--- config.mk ---
export PLATFORM = sky130hd
export DESIGN_NAME = simif_feeder
export DESIGN_NICKNAME = d
export VERILOG_FILES = /design/src/rtl/simif_feeder.sv
export SDC_FILE = /design/constraint.sdc
export NUM_CORES = 1
export LEC_CHECK = 0
export ABC_CLOCK_PERIOD_IN_PS = 4700
export CORE_MARGIN = 1.5
export CORE_UTILIZATION = 30
export DETAILED_ROUTE_END_ITERATION = 8
export DONT_BUFFER_PORTS = 1
export PLACE_DENSITY_LB_ADDON = 0.1
export RECOVER_POWER = 50
export SYNTH_ARGS = -nofsm -noshare
export SYNTH_HDL_FRONTEND = slang
export SYNTH_SLANG_ARGS = --single-unit
--- constraint.sdc ---
create_clock -name clk -period 4.7 [get_ports clk]
set_clock_uncertainty 0.15 [all_clocks]
set_input_delay 0.94 -clock clk [delete_from_list [all_inputs] [get_ports clk]]
set_output_delay 0.94 -clock clk [all_outputs]
set_load 0.03 [all_outputs]
--- src/rtl/simif_feeder.sv ---
// CPU-to-simulator character feeder. It buffers characters written by the CPU and forwards
// each one to a downstream simulator port as a 0x70 command followed by the character.
module simif_feeder #(
  parameter int WIDTH = 32,
  parameter int DEPTH = 16
) (
  input  logic             clk,
  input  logic             reset,
  input  logic             cs,
  input  logic             wen,
  input  logic             addr,
  input  logic [WIDTH-1:0] din,
  output logic [WIDTH-1:0] dout,
  output logic             s_cs,
  output logic             s_wen,
  output logic             s_addr,
  output logic [WIDTH-1:0] s_din,
  input  logic [WIDTH-1:0] s_dout
);

  localparam int AW = $clog2(DEPTH);
  localparam int CW = $clog2(DEPTH + 1);

  typedef enum logic [2:0] {
    DET_CMD,
    DET_RD,
    IDLE,
    PR_CMD,
    PR_CHAR
  } state_t;

  state_t        state_reg;
  state_t        state_next;
  logic [AW-1:0] wr_ptr_reg;
  logic [AW-1:0] rd_ptr_reg;
  logic [CW-1:0] count_reg;
  logic          present_reg;
  logic          ovf_reg;
  logic [7:0]    mem [DEPTH];
  logic [7:0]    head_reg;

  logic          empty;
  logic          full;
  logic          data_wr;
  logic          ctrl_wr;
  logic          push;
  logic          pop;
  logic          detect_req;
  logic          s_cs_dec;
  logic          s_wen_dec;
  logic [7:0]    s_char_dec;
  logic          unused_bits;

  assign empty      = (count_reg == '0);
  assign full       = (count_reg == CW'(DEPTH));
  assign data_wr    = cs & wen & ~addr;
  assign ctrl_wr    = cs & wen & addr;
  assign push       = reset & data_wr & ~full;
  assign detect_req = ctrl_wr & din[0];

  // A push into an empty FIFO starts printing right away, since the head is
  // only needed in PR_CHAR, one full cycle after it lands in memory.
  always_comb begin
    state_next = state_reg;
    pop        = 1'b0;
    case (state_reg)
      DET_CMD: state_next = DET_RD;
      DET_RD:  state_next = IDLE;
      IDLE: begin
        if (detect_req) begin
          state_next = DET_CMD;
        end else if (present_reg && (!empty || push)) begin
          state_next = PR_CMD;
        end else if (!empty) begin
          pop = 1'b1;
        end
      end
      PR_CMD:  state_next = PR_CHAR;
      PR_CHAR: begin
        pop        = 1'b1;
        state_next = IDLE;
      end
      default: state_next = DET_CMD;
    endcase
  end

  always_comb begin
    s_cs_dec   = 1'b0;
    s_wen_dec  = 1'b0;
    s_char_dec = 8'h00;
    case (state_reg)
      DET_CMD: begin
        s_cs_dec   = 1'b1;
        s_wen_dec  = 1'b1;
        s_char_dec = 8'h5f;
      end
      DET_RD:  s_cs_dec = 1'b1;
      PR_CMD: begin
        s_cs_dec   = 1'b1;
        s_wen_dec  = 1'b1;
        s_char_dec = 8'h70;
      end
      PR_CHAR: begin
        s_cs_dec   = 1'b1;
        s_wen_dec  = 1'b1;
        s_char_dec = head_reg;
      end
      default: ;
    endcase
  end

  // The downstream port stays quiet while reset is held, whatever the state register says.
  assign s_cs   = s_cs_dec & reset;
  assign s_wen  = s_wen_dec & reset;
  assign s_addr = 1'b0;

  genvar gi;
  generate
    for (gi = 0; gi < WIDTH; gi++) begin : g_sdin
      if (gi < 8) begin : g_char
        assign s_din[gi] = reset & s_char_dec[gi];
      end else begin : g_zero
        assign s_din[gi] = 1'b0;
      end
    end
  endgenerate

  always_comb begin
    dout       = '0;
    dout[0]    = empty;
    dout[1]    = full;
    dout[2]    = reset & (state_reg != IDLE);
    dout[3]    = present_reg;
    dout[4]    = ovf_reg;
    dout[15:8] = 8'(count_reg);
  end

  always_ff @(posedge clk) begin
    if (!reset) begin
      state_reg   <= DET_CMD;
      wr_ptr_reg  <= '0;
      rd_ptr_reg  <= '0;
      count_reg   <= '0;
      present_reg <= 1'b0;
      ovf_reg     <= 1'b0;
    end else begin
      state_reg <= state_next;
      if (push) begin
        wr_ptr_reg <= wr_ptr_reg + AW'(1);
      end
      if (pop) begin
        rd_ptr_reg <= rd_ptr_reg + AW'(1);
      end
      case ({push, pop})
        2'b10:   count_reg <= count_reg + CW'(1);
        2'b01:   count_reg <= count_reg - CW'(1);
        default: ;
      endcase
      if (state_reg == DET_RD) begin
        present_reg <= (s_dout[7:0] == 8'h21);
      end
      if (data_wr && full) begin
        ovf_reg <= 1'b1;
      end else if (ctrl_wr && din[1]) begin
        ovf_reg <= 1'b0;
      end
    end
  end

  // Head is read one cycle ahead; it is stable across PR_CMD because nothing pops there.
  always_ff @(posedge clk) begin
    if (push) begin
      mem[wr_ptr_reg] <= din[7:0];
    end
    head_reg <= mem[rd_ptr_reg];
  end

  assign unused_bits = ^{din[WIDTH-1:8], s_dout[WIDTH-1:8]};

endmodule
==> results.py <==
metrics = {
    "sta": {
        "slew_headroom": 0.230,
        "rsz0062_at_grt": "false",
        "worstMarginPinSlew_ns": 1.15,
        "fin_crit_sh": 0.755,
        "hold_viol": 0,
        "max_freq_mhz": 282,
        "setup_slack_ns": 1.15,
        "setup_violations": 0,
        "hold-worst-slack_ns": 0.423,
        "period_needed_ns": 3.55,
        "slew_viol_final": 0,
        "tns_ns": 0,
    },
    "place": {
        "port_buffers": 0,
        "gp_congestion": 0.731,
        "dpl.hpwl_mm": 9.37,
        "pre_cts_slack_ns": 0.882,
    },
    "finish": {
        "final_common_cell": "edfxtp_1",
        "final_net_count": 518,
        "fillCellCount": 2101,
        "largest_reg_flops": 128,
        "final_cell_mix": "128 x edfxtp_1, 47 x conb_1, 34 x nor2_1",
        "drive_above_1_share": 0.164,
        "antenna_cells": 0,
        "area_growth_syn_to_layout_pct": 10.6,
    },
    "worst_setup_path": {
        "criticalPathCategory": "register to register",
        "crit_path_start_kind": "register",
        "crit_arrival_ns": 3.44,
        "critPathMaxStageDelay_ns": 0.93,
        "cp_cell_sequence": "nor4_1 > a21boi_0 > nand2_1 > nor2_1",
        "path_max_fanout": 8,
        "critPathRequiredTime_ns": 4.59,
        "critical_path.slowest_cell": "a21boi_0",
        "critPathTopFamily": "simple AND/OR/NAND/NOR gates",
        "critPathBufInv": 0,
        "end_kind": "register",
    },
    "synthesis": {
        "synthFlopType": "edfxtp_1",
        "syn_area_per_cell_sq_um": 15.2,
        "ys_seq_area_frac": 0.656,
        "ys_async_sr_fraction": 0,
        "synth_edf_count": 128,
        "synth_warnings": 0,
        "synth-seq-cells": 154,
        "syn_inst": 438,
        "synth_cell_types": 50,
        "netlist_area_sq_um": 6660,
    },
    "cts": {
        "post_cts_buffers": 0,
        "cts_tree": "yes",
        "htree_levels": 4,
        "clock_path_buffers": 2,
        "cts_hold_buf": 0,
        "clk_pin_slew_ns": 0.06,
        "cts_resized": 0,
        "cts_buffers": 17,
        "clkSinkCount": 154,
        "root_buffer": "clkbuf_16",
        "clkLatencyLatePin_ns": 0.42,
    },
    "pwr": {
        "ir_drop_v": 0.000221,
        "leakagePower_nw": 2.46,
        "powerDensity_nw_per_um2": 428,
    },
    "worst_hold_path": {
        "min_path_type": "register to register",
    },
    "drt": {
        "wl_mm": 14.5,
        "route.vias.total": 3386,
        "vias_per_cell": 4.63,
        "drt_pre_antenna_iters": 5,
        "drc_errors": 0,
        "drt_iter0_drc": 253,
        "final_antenna_net_count": 0,
        "wl_per_cell_microns": 19.8,
    },
    "global_routing": {
        "grt_antenna_before_repair": 0,
        "grt_pass1_vias": 3501,
        "grt_overflow": 0,
        "grt.total_usage": 0.130,
        "grt_max_degree": 25,
        "grt_pass1_wl_mm": 21.9,
    },
    "die": {
        "start_util": 0.305,
        "die-area_sq_um": 23100,
        "die_w_microns": 152,
        "rows": 54,
        "io_pins": 136,
        "die_h_microns": 152,
        "design.core.area_sq_um": 21800,
    },
    "flow_run": {
        "drv_cap": 0,
    },
    "status": {
        "outcome": "completed",
    },
}
==> power breakdown <==
part,switching (mW),internal [mW]
sequential,0.0267,1.50
combinational,0.149,0.0506
clock,0.582,0.849
==> routing by layer <==
layer	share of wire	wire [microns]	global-route usage	vias to the layer above
met5	0	0	0	-
met4	0.0059	85	0.0361	0
met3	0.047	676	0.0399	9
met2	0.48	6990	0.205	85
met1	0.46	6740	0.174	1725
li1	-	-	-	1567
==> Yosys cell counts, types with 5 or more instances <==
library cell / instances / area share
buf_4: 51 / 0.058
dfxtp_1: 26 / 0.078
mux4_2: 32 / 0.11
inv_1: 14 / 0.0079
nor3_1: 5 / 0.0038
nand2_1: 25 / 0.014
nand4_1: 5 / 0.0047
nor2_1: 34 / 0.019
mux2i_1: 7 / 0.011
a21oi_1: 13 / 0.0098
clkbuf_1: 10 / 0.0056
nand2b_1: 8 / 0.0075
a22oi_1: 16 / 0.018
nand3_1: 7 / 0.0053
edfxtp_1: 128 / 0.58
ha_1: 9 / 0.017
==> kinds of logic after synthesis <==
group,count (synthesis),share of synthesized area
multiplexers,39,0.119
AND/OR/NAND/NOR,104,0.0787
adder cells (fa/ha/maj),10,0.0199
AO/OA/AOI/OAI,42,0.0438
XOR/XNOR,3,0.00395
buffers and inverters,85,0.0787
other,1,0.000563
flip-flops,154,0.656
==> per-stage QoR <==
stage | power [mW] | util | std cells | instance area [sq um]
floorplan | 1.75 | - | 484 | 6830
global route | 3.26 | 0.337 | 732 | 7360
detailed placement | 1.76 | 0.310 | 700 | 6760
finish | 3.15 | 0.337 | 732 | 7360
CTS | 3.19 | 0.338 | 732 | 7380
global placement | 1.76 | 0.310 | 700 | 6760
==> final timing paths <==
| kind | start | end | slack [ns] | cells after the start |
|---|---|---|---|---|
| setup reg to reg | count_reg[1]$_SDFFE_PN0P_ | mem[11][5]$_DFFE_PP_ | 1.15 | 4 |
| hold / removal | wr_ptr_reg[3]$_SDFFE_PN0P_ | wr_ptr_reg[3]$_SDFFE_PN0P_ | 0.42 | 1 |
| hold reg to reg | wr_ptr_reg[3]$_SDFFE_PN0P_ | wr_ptr_reg[3]$_SDFFE_PN0P_ | 0.42 | 1 |
| setup / recovery | count_reg[1]$_SDFFE_PN0P_ | mem[11][5]$_DFFE_PP_ | 1.15 | 4 |
==> area by class of cell <==
type | count | area [sq um] | area share
flip-flops and latches | 154 | 4370 | 0.593
multi-input cells | 245 | 1930 | 0.262
clock buffers | 17 | 425 | 0.0578
well taps | 280 | 350 | 0.0476
clock inverters | 15 | 188 | 0.0255
inverters | 14 | 52.6 | 0.00714
repair buffers | 7 | 48.8 | 0.00663
No activity file was read; power rests on OpenSTA's default activity.
